==> src/rtl/ps_pkg.sv <==
// ps_pkg: shared select encoding and address/depth helpers for program_sequencer_stack
package ps_pkg;
  localparam int MAX_W = 32;
  typedef enum logic [2:0] {SEL_HOLD, SEL_RET, SEL_CALL, SEL_JMP, SEL_JNZ, SEL_LOOP, SEL_INC} next_sel_e;
  function automatic logic [MAX_W-1:0] inc_addr(input logic [MAX_W-1:0] a);
    return a + MAX_W'(1);
  endfunction
  function automatic int depth_w(input int depth);
    return $clog2(depth + 1);
  endfunction
endpackage

==> src/rtl/return_stack.sv <==
// return_stack: parametrised LIFO of return addresses, depth pointer async-reset active-low
module return_stack import ps_pkg::*; #(
  parameter int W = 8,
  parameter int DEPTH = 4,
  localparam int DW = depth_w(DEPTH)
) (
  input  logic          clk,
  input  logic          reset,
  input  logic          push,
  input  logic          pop,
  input  logic [W-1:0]  din,
  output logic [W-1:0]  top,
  output logic          full,
  output logic          empty,
  output logic [DW-1:0] depth
);
  // storage sized to the pointer range so indexing needs no width adaptation
  logic [W-1:0] mem [2**DW];
  logic [DW-1:0] top_idx;
  assign full = depth == DW'(DEPTH);
  assign empty = depth == '0;
  assign top_idx = depth - DW'(1);
  assign top = empty ? '0 : mem[top_idx];
  always_ff @(posedge clk or negedge reset)
    if (!reset) depth <= '0;
    else if (push && !full) depth <= depth + DW'(1);
    else if (pop && !empty) depth <= depth - DW'(1);
  always_ff @(posedge clk)
    if (push && !full) mem[depth] <= din;
endmodule

==> src/rtl/program_sequencer_stack.sv <==
// program_sequencer_stack: program-memory address sequencer with return stack and hold.
// Optional hardware loop registers enabled by defining PS_HW_LOOP_EN.
module program_sequencer_stack import ps_pkg::*; #(
  parameter int ADDR_W = 8,
  parameter int STACK_DEPTH = 4,
  parameter logic [ADDR_W-1:0] RESET_ADDR = '0,
  localparam int DEPTH_W = depth_w(STACK_DEPTH)
) (
  input  logic               clk,
  input  logic               reset,
  input  logic               hold,
  input  logic               jmp,
  input  logic               jmp_nz,
  input  logic               dont_jmp,
  input  logic               call,
  input  logic               ret,
  input  logic [ADDR_W-1:0]  jmp_addr,
  output logic [ADDR_W-1:0]  pm_addr,
  output logic [ADDR_W-1:0]  pc,
  output logic [DEPTH_W-1:0] stack_depth,
  output logic               stack_overflow,
  output logic               stack_underflow
`ifdef PS_HW_LOOP_EN
  ,
  input  logic               loop_start,
  input  logic [ADDR_W-1:0]  loop_count,
  output logic               loop_active
`endif
);
  next_sel_e sel;
  logic [ADDR_W-1:0] pc_inc, stk_top, nxt, loop_tgt;
  logic full, empty, push, pop, loop_ld, loop_jump;
  assign pc_inc = ADDR_W'(inc_addr(MAX_W'(pc)));
`ifdef PS_HW_LOOP_EN
  logic [ADDR_W-1:0] loop_top, loop_end, loop_cnt;
  logic loop_hit;
  assign loop_ld = !hold && loop_start;
  assign loop_hit = loop_active && pc == loop_end && !(hold || loop_start || ret || call || jmp || (jmp_nz && !dont_jmp));
  assign loop_jump = loop_hit && loop_cnt != '0;
  assign loop_tgt = loop_top;
  always_ff @(posedge clk or negedge reset)
    if (!reset) loop_active <= 1'b0;
    else if (loop_ld) loop_active <= 1'b1;
    else if (loop_hit && loop_cnt == '0) loop_active <= 1'b0;
  always_ff @(posedge clk)
    if (loop_ld) begin
      loop_top <= pc_inc;
      loop_end <= jmp_addr;
      loop_cnt <= loop_count;
    end else if (loop_jump) loop_cnt <= loop_cnt - ADDR_W'(1);
`else
  assign loop_ld = 1'b0;
  assign loop_jump = 1'b0;
  assign loop_tgt = '0;
`endif
  always_comb begin
    sel = hold ? SEL_HOLD : loop_ld ? SEL_INC : ret ? SEL_RET : call ? SEL_CALL : jmp ? SEL_JMP :
          (jmp_nz && !dont_jmp) ? SEL_JNZ : loop_jump ? SEL_LOOP : SEL_INC;
    nxt = sel == SEL_HOLD ? pc :
          sel == SEL_RET ? (empty ? pc_inc : stk_top) :
          (sel == SEL_CALL || sel == SEL_JMP || sel == SEL_JNZ) ? jmp_addr :
          sel == SEL_LOOP ? loop_tgt : pc_inc;
  end
  assign pm_addr = !reset ? RESET_ADDR : nxt;
  assign push = sel == SEL_CALL && !full;
  assign pop = sel == SEL_RET && !empty;
  always_ff @(posedge clk or negedge reset)
    if (!reset) begin
      pc <= RESET_ADDR;
      stack_overflow <= 1'b0;
      stack_underflow <= 1'b0;
    end else begin
      pc <= nxt;
      stack_overflow <= stack_overflow || (sel == SEL_CALL && full);
      stack_underflow <= stack_underflow || (sel == SEL_RET && empty);
    end
  return_stack #(.W(ADDR_W), .DEPTH(STACK_DEPTH)) u_stack (
    .clk(clk), .reset(reset), .push(push), .pop(pop), .din(pc_inc),
    .top(stk_top), .full(full), .empty(empty), .depth(stack_depth)
  );
endmodule

==> config.mk <==
export PLATFORM = sky130hd
export DESIGN_NAME = program_sequencer_stack
export DESIGN_NICKNAME = d
export VERILOG_FILES = /design/src/rtl/ps_pkg.sv /design/src/rtl/return_stack.sv /design/src/rtl/program_sequencer_stack.sv
export SDC_FILE = /design/constraint.sdc
export NUM_CORES = 1
export LEC_CHECK = 0
export ABC_AREA = 1
export BUFFER_PORTS_ARGS = -buffer_cell sky130_fd_sc_hd__buf_2
export CORE_AREA = 2 2 115 117
export CTS_BUF_LIST = sky130_fd_sc_hd__clkbuf_16
export CTS_CLUSTER_SIZE = 28
export DETAILED_ROUTE_END_ITERATION = 8
export DIE_AREA = 0 0 117 119
export GPL_TIMING_DRIVEN = 0
export SYNTH_ARGS = -nofsm -noshare
export SYNTH_HDL_FRONTEND = slang
export SYNTH_SLANG_ARGS = --single-unit
==> constraint.sdc <==
create_clock -name clk -period 4.3 [get_ports clk]
set_clock_uncertainty 0.05 [all_clocks]
set_input_delay 0.86 -clock clk [delete_from_list [all_inputs] [get_ports clk]]
set_output_delay 0.86 -clock clk [all_outputs]
set_load 0.01 [all_outputs]
* Word-level counts from Yosys, hierarchy flattened
Memory sizes are Yosys's and may differ from the RTL's.
Index checks and enable logic that the tools add are counted.
** Word-level totals
- Bits in registers :: 13
- Bits in writable memories :: 64
- Word-level logic and storage cells :: 46
- Memories kept :: 1
** Memory list
- u_stack.mem :: words 8, width 8, read ports 1, clocked after memory_dff 0, write ports 1, RTL line return_stack.sv:18 : logic [W-1:0] mem [2**DW];
** Cells by class
- Add/sub/neg operators :: 3
- Eq/ne operators :: 6
- Multiplexer cells :: 15
- Reductions and logical operators :: 17
** Operators by type and width (number)
- $mux W8 :: 6
- $mux W3 :: 6
- $eq A3 B3 Y1 const B :: 3
- $add A8 B1 Y8 const B :: 1
- $logic_and A1 B1 Y1 :: 7
- $eq A3 B2 Y1 const B :: 2
- $logic_not A3 Y1 :: 2
- $logic_or A1 B1 Y1 :: 4
- $add A3 B1 Y3 const B :: 1
- $eq A3 B1 Y1 const B :: 1
- $logic_not A1 Y1 :: 3
- $sub A3 B1 Y3 const B :: 1
- $mux W1 :: 2
- $mux W2 :: 1
- $reduce_bool A2 Y1 :: 1

* Longest topological paths before layout
Gate-level depths: netlist of run 1.
- Word-level depth :: 14
- Mapped depth :: 14

* By module
From an unflattened synthesis of run 1, not the netlist that was laid out.
** Unflattened totals
- Cells, all modules :: 477
- Area total of the unflattened synthesis :: 4105.2 µm²
** Modules (own cells, without submodules)
- return_stack :: instances 1, cells each 320, area an instance 3135.5 µm²
- program_sequencer_stack :: instances 1, cells each 157, area an instance 969.7 µm²

* Worst setup path after synthesis of run 1
No wires, ideal clock.
- Kind :: register to output
- Start :: register u_stack.depth[0]
- End :: output pm_addr[3]
- Data arrival time :: 1.961 ns
- Required time :: 3.390 ns
- Path slack :: 1.429 ns
- Cell stages (with the launch flop) :: 15
- Path buffers :: 4
- Cells stage by stage :: dfrtp_1 > buf_6 > inv_6 > buf_4 > ha_1 > buf_4 > inv_2 > buf_6 > nor2_1 > nand2_1 > nand3_1 > nand2_1 > nor2_1 > nand2_1 > a21oi_1
** On the way
- Word-level cells in the longest chain between the ends :: 6
- Elaborated cells on any way between the ends :: 7
- Classes of those cells :: add/sub: 1; mux: 4; reduce/logical: 1; memory: 1
** Ends and longest elaborated chain
- start, declared :: RTL line return_stack.sv:15 : output logic [DW-1:0] depth
- start signal, assigned :: RTL line return_stack.sv:26 : else if (push && !full) depth <= depth + DW'(1);
- start signal, assigned :: RTL line return_stack.sv:27 : else if (pop && !empty) depth <= depth - DW'(1);
- $sub A3 B1 Y3 :: RTL line return_stack.sv:22 : assign top_idx = depth - DW'(1);
- $mem_v2 Z8 W8
- $mux W8 * (2 in series) :: RTL line program_sequencer_stack.sv:60 : sel == SEL_RET ? (empty ? pc_inc : stk_top) :
- $mux W8 * :: RTL line program_sequencer_stack.sv:59 : nxt = sel == SEL_HOLD ? pc :
- $mux W8 * :: RTL line program_sequencer_stack.sv:64 : assign pm_addr = !reset ? RESET_ADDR : nxt;
- end, declared :: RTL line program_sequencer_stack.sv:18 : output logic [ADDR_W-1:0] pm_addr,
Every way passes the cells marked *; elsewhere a longest branch is shown, timed or not.

* Final worst setup path of run 1
- Start :: register u_stack.depth[0]
- End :: output pm_addr[5]
Same word-level chain as after synthesis.

==> results of run 1 <==
==> final cells by class <==
cell class / instances / area [um2]
Clock inverter: 7 / 28.8
Tap cell: 176 / 220
Multi-Input combinational cell: 287 / 1290
Timing Repair Buffer: 36 / 180
Fill cell: 1312 / 8370
Inverter: 47 / 184
Buffer: 12 / 121
Clock buffer: 9 / 225
Sequential cell: 77 / 2250
==> state kept, by name (all words and copies together) (netlist names) <==
name             count
u_stack.depth        3
pc                   8
stack_overflow       1
stack_underflow      1
u_stack.mem         64
==> power breakdown <==
part | internal (W) | switching, W | total, W
logic | 0.000450 | 0.000898 | 0.00135
clock network | 0.000378 | 0.000273 | 0.000650
registers | 0.00100 | 0.0000653 | 0.00107
==> cells by family after synthesis <==
group	synth area share (%)
compound gates	4.13
xor+xnor	0.455
fa+ha+maj	1.30
buf+inv	7.94
flops	58.4
simple gates	27.8
==> how the worst max path moves through the flow <==
stage	start	endpoint	slack (ns)	cells after the start
3_5_place_dp	u_stack.depth[0]$_DFFE_PN0P_	pm_addr[5]	0.93	13
2_1_floorplan	u_stack.depth[0]$_DFFE_PN0P_	pm_addr[3]	1.43	14
4_1_cts	u_stack.depth[0]$_DFFE_PN0P_	pm_addr[5]	0.57	13
5_1_grt	u_stack.depth[0]$_DFFE_PN0P_	pm_addr[5]	0.34	13
6_report	u_stack.depth[0]$_DFFE_PN0P_	pm_addr[5]	0.59	13
3_3_place_gp	u_stack.depth[0]$_DFFE_PN0P_	pm_addr[5]	0.96	13
==> metrics by stage <==
stage	hold WS, ns	util, %	total power, W
floorplan	0.462	-	0.00201
global placement	0.393	33.0	0.00241
detailed placement	0.403	33.0	0.00243
CTS	0.384	35.0	0.00309
global route	0.391	35.0	0.00329
finish	0.378	35.0	0.00306
==> per-layer routing <==
layer	vias up	global-route usage [%]	share of wire [%]
met4	0	4.78	2.2
met3	17	2.24	4.0
met2	81	23.2	48
li1	1465	-	-
met1	1359	18.7	45
met5	-	0	0
==> worst register-to-register path, stage by stage (launching register included) <==
cell and delay (ns):
dfrtp_1 0.38, buf_6 0.18, inv_6 0.06, buf_4 0.18
ha_1 0.25, nand2_1 0.08, nand2_1 0.08, inv_2 0.09
nand2_1 0.10, nor2_1 0.79
==> layout by cell type (no fill, tap or decap), drive strengths merged <==
| cell | n |
|---|---|
| buf | 48 |
| or2 | 1 |
| nand3b | 1 |
| o21bai | 2 |
| and3 | 1 |
| edfxtp | 64 |
| nor2 | 49 |
| xor2 | 2 |
| nand3 | 40 |
| inv | 50 |
| ha | 4 |
| clkbuf | 9 |
| a21oi | 8 |
| o21ai | 15 |
| nand4 | 1 |
| nand2 | 160 |
| clkinv | 4 |
| o221ai | 1 |
| a31o | 1 |
| o211ai | 1 |
| dfrtp | 13 |
==> flow_summary_export.csv, run 1 <==
group,metric,value,unit
status,status,"finished, final reports clean",
place,dp_hpwl,6.42,mm
timing,fmax,269,MHz
die,initial_utilization,29.9,%
yosys,avgSynthCellArea,9.10,um2
clock_network,clk_pin_slew_worst_paths,0.06,ns
critical_path,crit_chain,"buf_6 -> inv_6 -> buf_4 -> ha_1 -> buf_4 -> buf_2 -> o21ai_0 -> nor2_1 -> nor2_1 -> nor2_1 -> nand3_1 -> a21oi_1 -> buf_2",
power,power_leakage,2.00,nW
clock_network,clkSinkCount,77,
clock_network,hold_buffers,0,
layout,finalNonFillerCells,651,
clock_network,htreeDepth,3,
critical_path,cp_max_fo,11,
critical_path,critPathLaunchType,"register",
timing,fin_crit_sh,86.3,%
critical_path,path_delay_family,"buffers and inverters",
critical_path,critPathKind,"register to output pin",
yosys,syn-cell-area,3850,um2
flow_run,drv_cap,0,
place,port_buffers,36,
place,placed_area,4250,um2
drt,ant_nets,0,
timing,final-setup-viol-count,0,
timing,setup_ws,0.587,ns
layout,area_delta_synth_final,17.0,%
critical_path,crit_buf_inv,6,
grt,grt_use_total,14.0,%
drt,wirelength,9.31,mm
drt,drt-initial-drc-count,216,
clock_network,cts_tree,"done",
critical_path,crit_arrival,2.80,ns
layout,finalNetCount,490,
timing,grt_setup_unrepaired,"false",
drt,wl_per_cell,14.3,um
critical_path,critPathRequiredTime,3.39,ns
yosys,synth-edff-count,64,
grt,grt_pass1_vias,2737,
drt,dr.pass1.iters,5,
yosys,yosysTopAreaCellShare,50.0,%
critical_path,rr_endpoint,"u_stack.mem[5][2]$_DFFE_PP_",
yosys,yosysMostFrequentCell,"nand2_1",
critical_path,slowest_delay,0.38,ns
worst_hold_path,hold_class,"primary input to async pin",
timing,finalCriticalPeriod,3.71,ns
critical_path,slowest_stage,"dfrtp_1",
critical_path,end_kind,"output pin",
yosys,synthArstFlopShare,16.9,%
power,power.density,681,nW/um2
grt,grt_max_degree,15,
yosys,synth_fp_nets,443,
drt,via_count,2922,
critical_path,r2r_slack,1.68,ns
critical_path,reg2regPathDepth,9,
layout,finalInstanceArea,4500,um2
die,io_pins,37,
yosys,yosysTopAreaCell,"edfxtp_1",
clock_network,cts_resized,0,
clock_network,insertion_delay,0.33,ns
layout,diodes,0,
clock_network,clockRootBuffer,"clkbuf_16",
place,dp_cells,635,
yosys,netlist_top_cells_area,"edfxtp_1, nand2_1, dfrtp_1",
place,place.gp.congestion,0.901,
timing,finalHoldViolations,0,
drt,drc,0,
layout,drive_gt1_share,17.1,%
timing,max_slew_margin,31.1,%
clock_network,clockBufferDepth,2,
die,rows,42,
die,die_w,117,um
yosys,yosys_warnings,0,
die,fp.dieH,119,um
yosys,ys_ff_latch,77,
die,die-area,13900,um2
yosys,synth_flop_cell,"edfxtp_1",
clock_network,numCtsBuffers,9,
critical_path,r2r_start,"u_stack.depth[0]$_DFFE_PN0P_",
yosys,synthTopCellsByCount,"nand2_1, edfxtp_1, nor2_1",
die,core,12900,um2
grt,grt_pass1_wl,14.7,mm
grt,grt-ovfl-total,0,
grt,antenna_found_initial,0,
power,max-vdd-ir-drop,0.302,mV
clock_network,cts_setup_buffers,0,
drt,vias_per_cell,4.49,
timing,tns,0,ns
yosys,ys_seq_area_share,58.4,%
place,place_ws,0.926,ns
timing,worst_pin_slew,1.03,ns
yosys,synthDistinctLibCells,31,
yosys,synthCells,423,
timing,drv_slew,0,
critical_path,cp_common_cell,"nor2_1",
(Power assumes the default switching activity.)
==> run 2: changes to the inputs <==
--- a/config.mk
+++ b/config.mk
@@ -6,13 +6,16 @@
 export NUM_CORES = 1
 export LEC_CHECK = 0
 export ABC_AREA = 1
-export BUFFER_PORTS_ARGS = -buffer_cell sky130_fd_sc_hd__buf_2
+export CELL_PAD_IN_SITES_DETAIL_PLACEMENT = 2
+export CELL_PAD_IN_SITES_GLOBAL_PLACEMENT = 2
 export CORE_AREA = 2 2 115 117
 export CTS_BUF_LIST = sky130_fd_sc_hd__clkbuf_16
 export CTS_CLUSTER_SIZE = 28
 export DETAILED_ROUTE_END_ITERATION = 8
 export DIE_AREA = 0 0 117 119
+export DONT_BUFFER_PORTS = 1
 export GPL_TIMING_DRIVEN = 0
+export PLACE_DENSITY_LB_ADDON = 0.1
 export SYNTH_ARGS = -nofsm -noshare
 export SYNTH_HDL_FRONTEND = slang
 export SYNTH_SLANG_ARGS = --single-unit
==> run 2 against run 1 <==
Net effect:
- critical path depth is 1 lower
- clock power is 17% higher
- critical endpoint unchanged
- sequential power is 4% higher
- combinational power hardly changed
- final cell count is 5.5% lower
- register-to-register slack worse by 0.22 ns
- global-route usage is 4.1 points higher
- final area is 3.1% lower
- die area stayed put
- power is 4.1% higher
==> flow_summary_export.csv, run 2 (synthesis results as in run 1) <==
group,metric,value,unit
timing,finalCriticalPeriod,3.91,ns
die,die_w,117,um
timing,fin_crit_sh,91.0,%
power,power,0.00319,W
drt,top_layer,"met4",
critical_path,slowest_delay,0.44,ns
timing,drv_slew,0,
clock_network,clk_pin_slew_worst_paths,0.06,ns
clock_network,numCtsBuffers,9,
drt,met3_length,260,um
layout,largest_reg_flops,64,
flow_run,drv_cap,0,
critical_path,cp-startpoint,"u_stack.depth[0]$_DFFE_PN0P_",
status,status,"finished, final reports clean",
die,io_pins,37,
layout,diodes,0,
drt,wirelength,11.8,mm
layout,reg_top3,"u_stack.mem x64, pc x8, u_stack.depth x3",
layout,finalNetCount,454,
critical_path,crit_chain,"buf_6 -> inv_6 -> buf_4 -> ha_1 -> buf_4 -> buf_2 -> o21ai_0 -> nor2_1 -> nor2_1 -> nor2_1 -> nand3_1 -> a21oi_1",
timing,max_slew_margin,24.5,%
critical_path,end_kind,"output pin",
grt,grt_pass1_vias,3165,
drt,wl_per_cell,19.1,um
critical_path,r2r_slack,1.46,ns
critical_path,critPathLaunchType,"register",
place,dp_hpwl,8.33,mm
grt,antenna_found_initial,0,
drt,wl_met2,5.96,mm
worst_hold_path,hold_class,"primary input to async pin",
layout,finalNonFillerCells,615,
critical_path,critPathRequiredTime,3.39,ns
clock_network,clkSinkCount,77,
clock_network,cts_resized,0,
timing,fmax,256,MHz
power,power_leakage,1.86,nW
place,port_buffers,0,
timing,setup_ws,0.388,ns
critical_path,rr_endpoint,"u_stack.mem[0][4]$_DFFE_PP_",
power,power.density,732,nW/um2
clock_network,cts_tree,"done",
critical_path,cp_common_cell,"nor2_1",
grt,grt_max_degree,15,
drt,drt-initial-drc-count,81,
layout,most-common-layout-cells,"nand2_1, edfxtp_1, nor2_1",
critical_path,cp_max_fo,11,
clock_network,hold_buffers,0,
layout,largest_register,"u_stack.mem",
critical_path,slowest_stage,"dfrtp_1",
clock_network,cts_setup_buffers,0,
critical_path,cp-endpoint,"pm_addr[5]",
place,dp_cells,599,
clock_network,clockRootBuffer,"clkbuf_16",
layout,area_delta_synth_final,13.4,%
drt,ant_nets,0,
layout,mostFrequentLayoutCell,"nand2_1",
critical_path,reg2regPathDepth,9,
critical_path,r2r_start,"u_stack.depth[0]$_DFFE_PN0P_",
grt,grt_pass1_wl,18.3,mm
layout,drive_gt1_share,10.9,%
drt,via_count,2884,
die,die-area,13900,um2
die,fp.dieH,119,um
timing,grt_setup_unrepaired,"false",
timing,final-setup-viol-count,0,
layout,utilization,33.9,%
layout,fill_cells,1426,
grt,grt_use_total,18.2,%
clock_network,insertion_delay,0.33,ns
critical_path,crit_arrival,3.00,ns
grt,grt-ovfl-total,0,
die,core,12900,um2
die,rows,42,
power,max-vdd-ir-drop,0.238,mV
drt,met1Wirelength,5.39,mm
clock_network,clockBufferDepth,2,
die,initial_utilization,29.9,%
clock_network,htreeDepth,3,
timing,worst_pin_slew,1.13,ns
drt,vias_per_cell,4.69,
timing,tns,0,ns
place,place_ws,0.732,ns
timing,finalHoldViolations,0,
critical_path,critPathKind,"register to output pin",
drt,dr.pass1.iters,4,
drt,drc,0,
place,place.gp.congestion,0.723,
-- run 2: cell count changes in the layout (fill, tap and decap cells not counted) --
cell / change
buf_2: -36
bufinv_16: +1
clkinv_1: -2
clkinv_2: -2
clkinv_4: +1
clkinvlp_4: +3
inv_1: -1
-- run 2: how the worst min path moves through the flow --
stage	from	endpoint	slack, ns	cells past startpoint
6_report	reset	pc[5]$_DFF_PN0_	0.16	0
5_1_grt	reset	pc[5]$_DFF_PN0_	0.15	0
4_1_cts	reset	pc[5]$_DFF_PN0_	0.15	0
3_5_place_dp	stack_underflow$_DFF_PN0_	stack_underflow$_DFF_PN0_	0.48	1
3_3_place_gp	stack_overflow$_DFF_PN0_	stack_overflow$_DFF_PN0_	0.48	1
2_1_floorplan	stack_overflow$_DFF_PN0_	stack_overflow$_DFF_PN0_	0.46	1
-- run 2: cell type report --
cell class	instances	area (um2)	area share, %
Sequential cell	77	2250	51.5
Multi-Input combinational cell	287	1290	29.7
Clock buffer	9	225	5.16
Tap cell	176	220	5.05
Inverter	47	184	4.22
Buffer	12	121	2.78
Clock inverter	7	68.8	1.58
-- run 2: per-layer routing --
metal | GRT usage [%] | vias up
met5 | 0 | -
met2 | 31.4 | 45
met3 | 2.70 | 10
met4 | 5.74 | 0
met1 | 23.2 | 1439
li1 | - | 1390
-- run 2: critical path: cells and delay by family, from the launching register on --
family / cells / cell delay (ns)
adder cells (fa/ha/maj): 1 / 0.30
buffers and inverters: 5 / 0.96
flip-flops: 1 / 0.44
AO/OA/AOI/OAI: 2 / 0.42
AND/OR/NAND/NOR: 4 / 0.51
-- run 2: per-stage QoR --
step | hold WS, ns | instance area (um2)
6_report | 0.164 | 4360
2_1_floorplan | 0.462 | 3850
4_1_cts | 0.149 | 4360
3_5_place_dp | 0.485 | 4070
5_1_grt | 0.145 | 4360
3_3_place_gp | 0.479 | 4070
-- run 2: power breakdown --
group	leakage [nW]	internal [W]	switching, W	total (W)
logic	0.984	0.000397	0.000931	0.00133
registers	0.730	0.00100	0.000105	0.00111
clock network	0.140	0.000446	0.000311	0.000758
==> run 3: changes to the inputs <==
--- a/config.mk
+++ b/config.mk
@@ -8,11 +8,11 @@
 export ABC_AREA = 1
 export CELL_PAD_IN_SITES_DETAIL_PLACEMENT = 2
 export CELL_PAD_IN_SITES_GLOBAL_PLACEMENT = 2
-export CORE_AREA = 2 2 115 117
+export CORE_AREA = 2 2 102 104
 export CTS_BUF_LIST = sky130_fd_sc_hd__clkbuf_16
 export CTS_CLUSTER_SIZE = 28
 export DETAILED_ROUTE_END_ITERATION = 8
-export DIE_AREA = 0 0 117 119
+export DIE_AREA = 0 0 104 106
 export DONT_BUFFER_PORTS = 1
 export GPL_TIMING_DRIVEN = 0
 export PLACE_DENSITY_LB_ADDON = 0.1
==> run 3 against run 2 <==
Net effect:
- global-route usage rose by 3.6 points
- wire length decreased by 4.0%
- register-to-register slack gained 0.07 ns
- worst hold slack worse by 0.0024 ns
- sequential cell count is the same
- sequential power about the same
- first-iteration DRC count grew 74%
- utilization up 9.2 points
- via count is 1.1% higher
- sequential share of layout area grew 0.61 points
- clock-buffer cell count unchanged
- final cell count shrank 6.5%
- highest routed layer unchanged
==> flow_summary_export.csv, run 3 (synthesis results as in run 1) <==
group,metric,value,unit
layout,utilization,43.1,%
critical_path,slowest_delay,0.44,ns
layout,most-common-layout-cells,"nand2_1, edfxtp_1, nor2_1",
power,p_sw_share,42.3,%
place,dp_hpwl,8.11,mm
timing,finalCriticalPeriod,3.84,ns
worst_hold_path,hold_class,"primary input to async pin",
power,internal-power,0.00184,W
timing,setup_ws,0.456,ns
timing,final-setup-viol-count,0,
drt,drc,0,
grt,grt_max_degree,15,
clock_network,insertion_delay,0.34,ns
layout,area_delta_synth_final,12.0,%
power,power.density,741,nW/um2
timing,drv_slew,0,
power,p_clk_share,23.5,%
clock_network,cts_resized,0,
timing,fmax,260,MHz
grt,grt_pass1_wl,17.8,mm
grt,grt_use_total,21.8,%
timing,max_slew_margin,31.3,%
die,initial_utilization,38.5,%
layout,reg_top3,"u_stack.mem x64, pc x8, u_stack.depth x3",
place,port_buffers,0,
timing,timing.hold.ws,0.161,ns
critical_path,crit_chain,"buf_6 -> inv_6 -> buf_4 -> ha_1 -> buf_4 -> buf_2 -> o21ai_0 -> nor2_1 -> nor2_1 -> nor2_1 -> nand3_1 -> a21oi_1",
place,place.gp.congestion,0.766,
drt,vias_per_cell,5.07,
power,power_leakage,1.86,nW
critical_path,cp_common_cell,"nor2_1",
drt,ant_nets,0,
drt,wl_per_cell,19.6,um
grt,grt-ovfl-total,0,
power,max-vdd-ir-drop,0.367,mV
critical_path,slowest_stage,"dfrtp_1",
layout,drive_gt1_share,11.2,%
critical_path,path_delay_family,"buffers and inverters",
timing,finalHoldViolations,0,
power,comb_power_share,41.8,%
die,die-area,11000,um2
die,fp.dieH,106,um
drt,drt-initial-drc-count,141,
timing,fin_crit_sh,89.4,%
place,place_ws,0.808,ns
die,io_pins,37,
clock_network,numCtsBuffers,9,
critical_path,end_kind,"output pin",
die,core,10000,um2
drt,wirelength,11.3,mm
clock_network,clockRootBuffer,"clkbuf_16",
layout,mostFrequentLayoutCell,"nand2_1",
clock_network,cts_tree,"done",
power,switchingPower,0.00135,W
timing,worst_pin_slew,1.03,ns
timing,grt_setup_unrepaired,"false",
drt,dr.pass1.iters,4,
clock_network,clk_pin_slew_worst_paths,0.06,ns
power,power,0.00319,W
critical_path,critPathRequiredTime,3.39,ns
drt,via_count,2916,
grt,grt_pass1_vias,3235,
clock_network,cts_setup_buffers,0,
critical_path,critPathLaunchType,"register",
clock_network,clkSinkCount,77,
grt,antenna_found_initial,0,
layout,finalNetCount,454,
layout,fill_cells,1160,
status,status,"finished, final reports clean",
layout,largest_reg_flops,64,
layout,diodes,0,
clock_network,hold_buffers,0,
critical_path,critPathKind,"register to output pin",
die,rows,37,
clock_network,clockBufferDepth,2,
power,power_frac_seq,34.7,%
clock_network,htreeDepth,3,
die,die_w,104,um
flow_run,drv_cap,0,
layout,largest_register,"u_stack.mem",
critical_path,cp_max_fo,11,
timing,tns,0,ns
critical_path,crit_arrival,2.93,ns
critical_path,crit_buf_inv,5,
run 3: cell count changes in the layout (fill, tap and decap cells not counted):
cell        delta
clkinvlp_4     -1
clkinv_2       +2
inv_1          -1
run 3: worst paths after layout:
path	from	to	slack, ns	cells past startpoint
worst max-delay path	u_stack.depth[0]$_DFFE_PN0P_	pm_addr[5]	0.46	12
worst min-delay path	reset	pc[5]$_DFF_PN0_	0.16	0
worst max register to register	u_stack.depth[0]$_DFFE_PN0P_	u_stack.mem[4][7]$_DFFE_PP_	1.53	9
worst min register to register	stack_overflow$_DFF_PN0_	stack_overflow$_DFF_PN0_	0.51	1
max in group asynchronous	reset	u_stack.depth[2]$_DFFE_PN0P_	3.96	0
min in group clk	stack_overflow$_DFF_PN0_	stack_overflow$_DFF_PN0_	0.51	1
run 3: worst reg2reg max path, delay by kind of cell (launching register included):
family	cells	cell delay, ns
fa+ha+maj	1	0.26
simple gates	4	1.08
flops	1	0.44
buf+inv	4	0.55
run 3: stage by stage:
step                      instances  instance area (um2)
after global routing            575                 4310
final                           575                 4310
after detailed placement        559                 4020
after floorplan                 423                 3850
after CTS                       575                 4310
after global placement          559                 4020
run 3: power groups by stage:
stage               Clock [W]  Combinational, W  Sequential [W]
finish               0.000750           0.00134         0.00111
global route         0.000781           0.00150         0.00112
CTS                  0.000757           0.00136         0.00111
detailed placement          0           0.00134         0.00113
global placement            0           0.00127         0.00112
floorplan                   0          0.000918         0.00110
run 3: per-layer routing:
metal	vias to the layer above	global-route usage, %	share of wire, %
met5	-	0	0
met4	0	5.98	1.0
met3	8	3.92	4.5
met2	65	39.3	52
met1	1447	26.9	43
li1	1396	-	-
run 3: cell type report:
class / count / area, um2 / share of cell area [%]
inverter: 47 / 184 / 4.27
tap: 136 / 170 / 3.95
buffer: 12 / 121 / 2.82
sequential: 77 / 2250 / 52.1
clock buffer: 9 / 225 / 5.22
clock inverter: 7 / 67.6 / 1.57
multi-input combinational: 287 / 1290 / 30.0
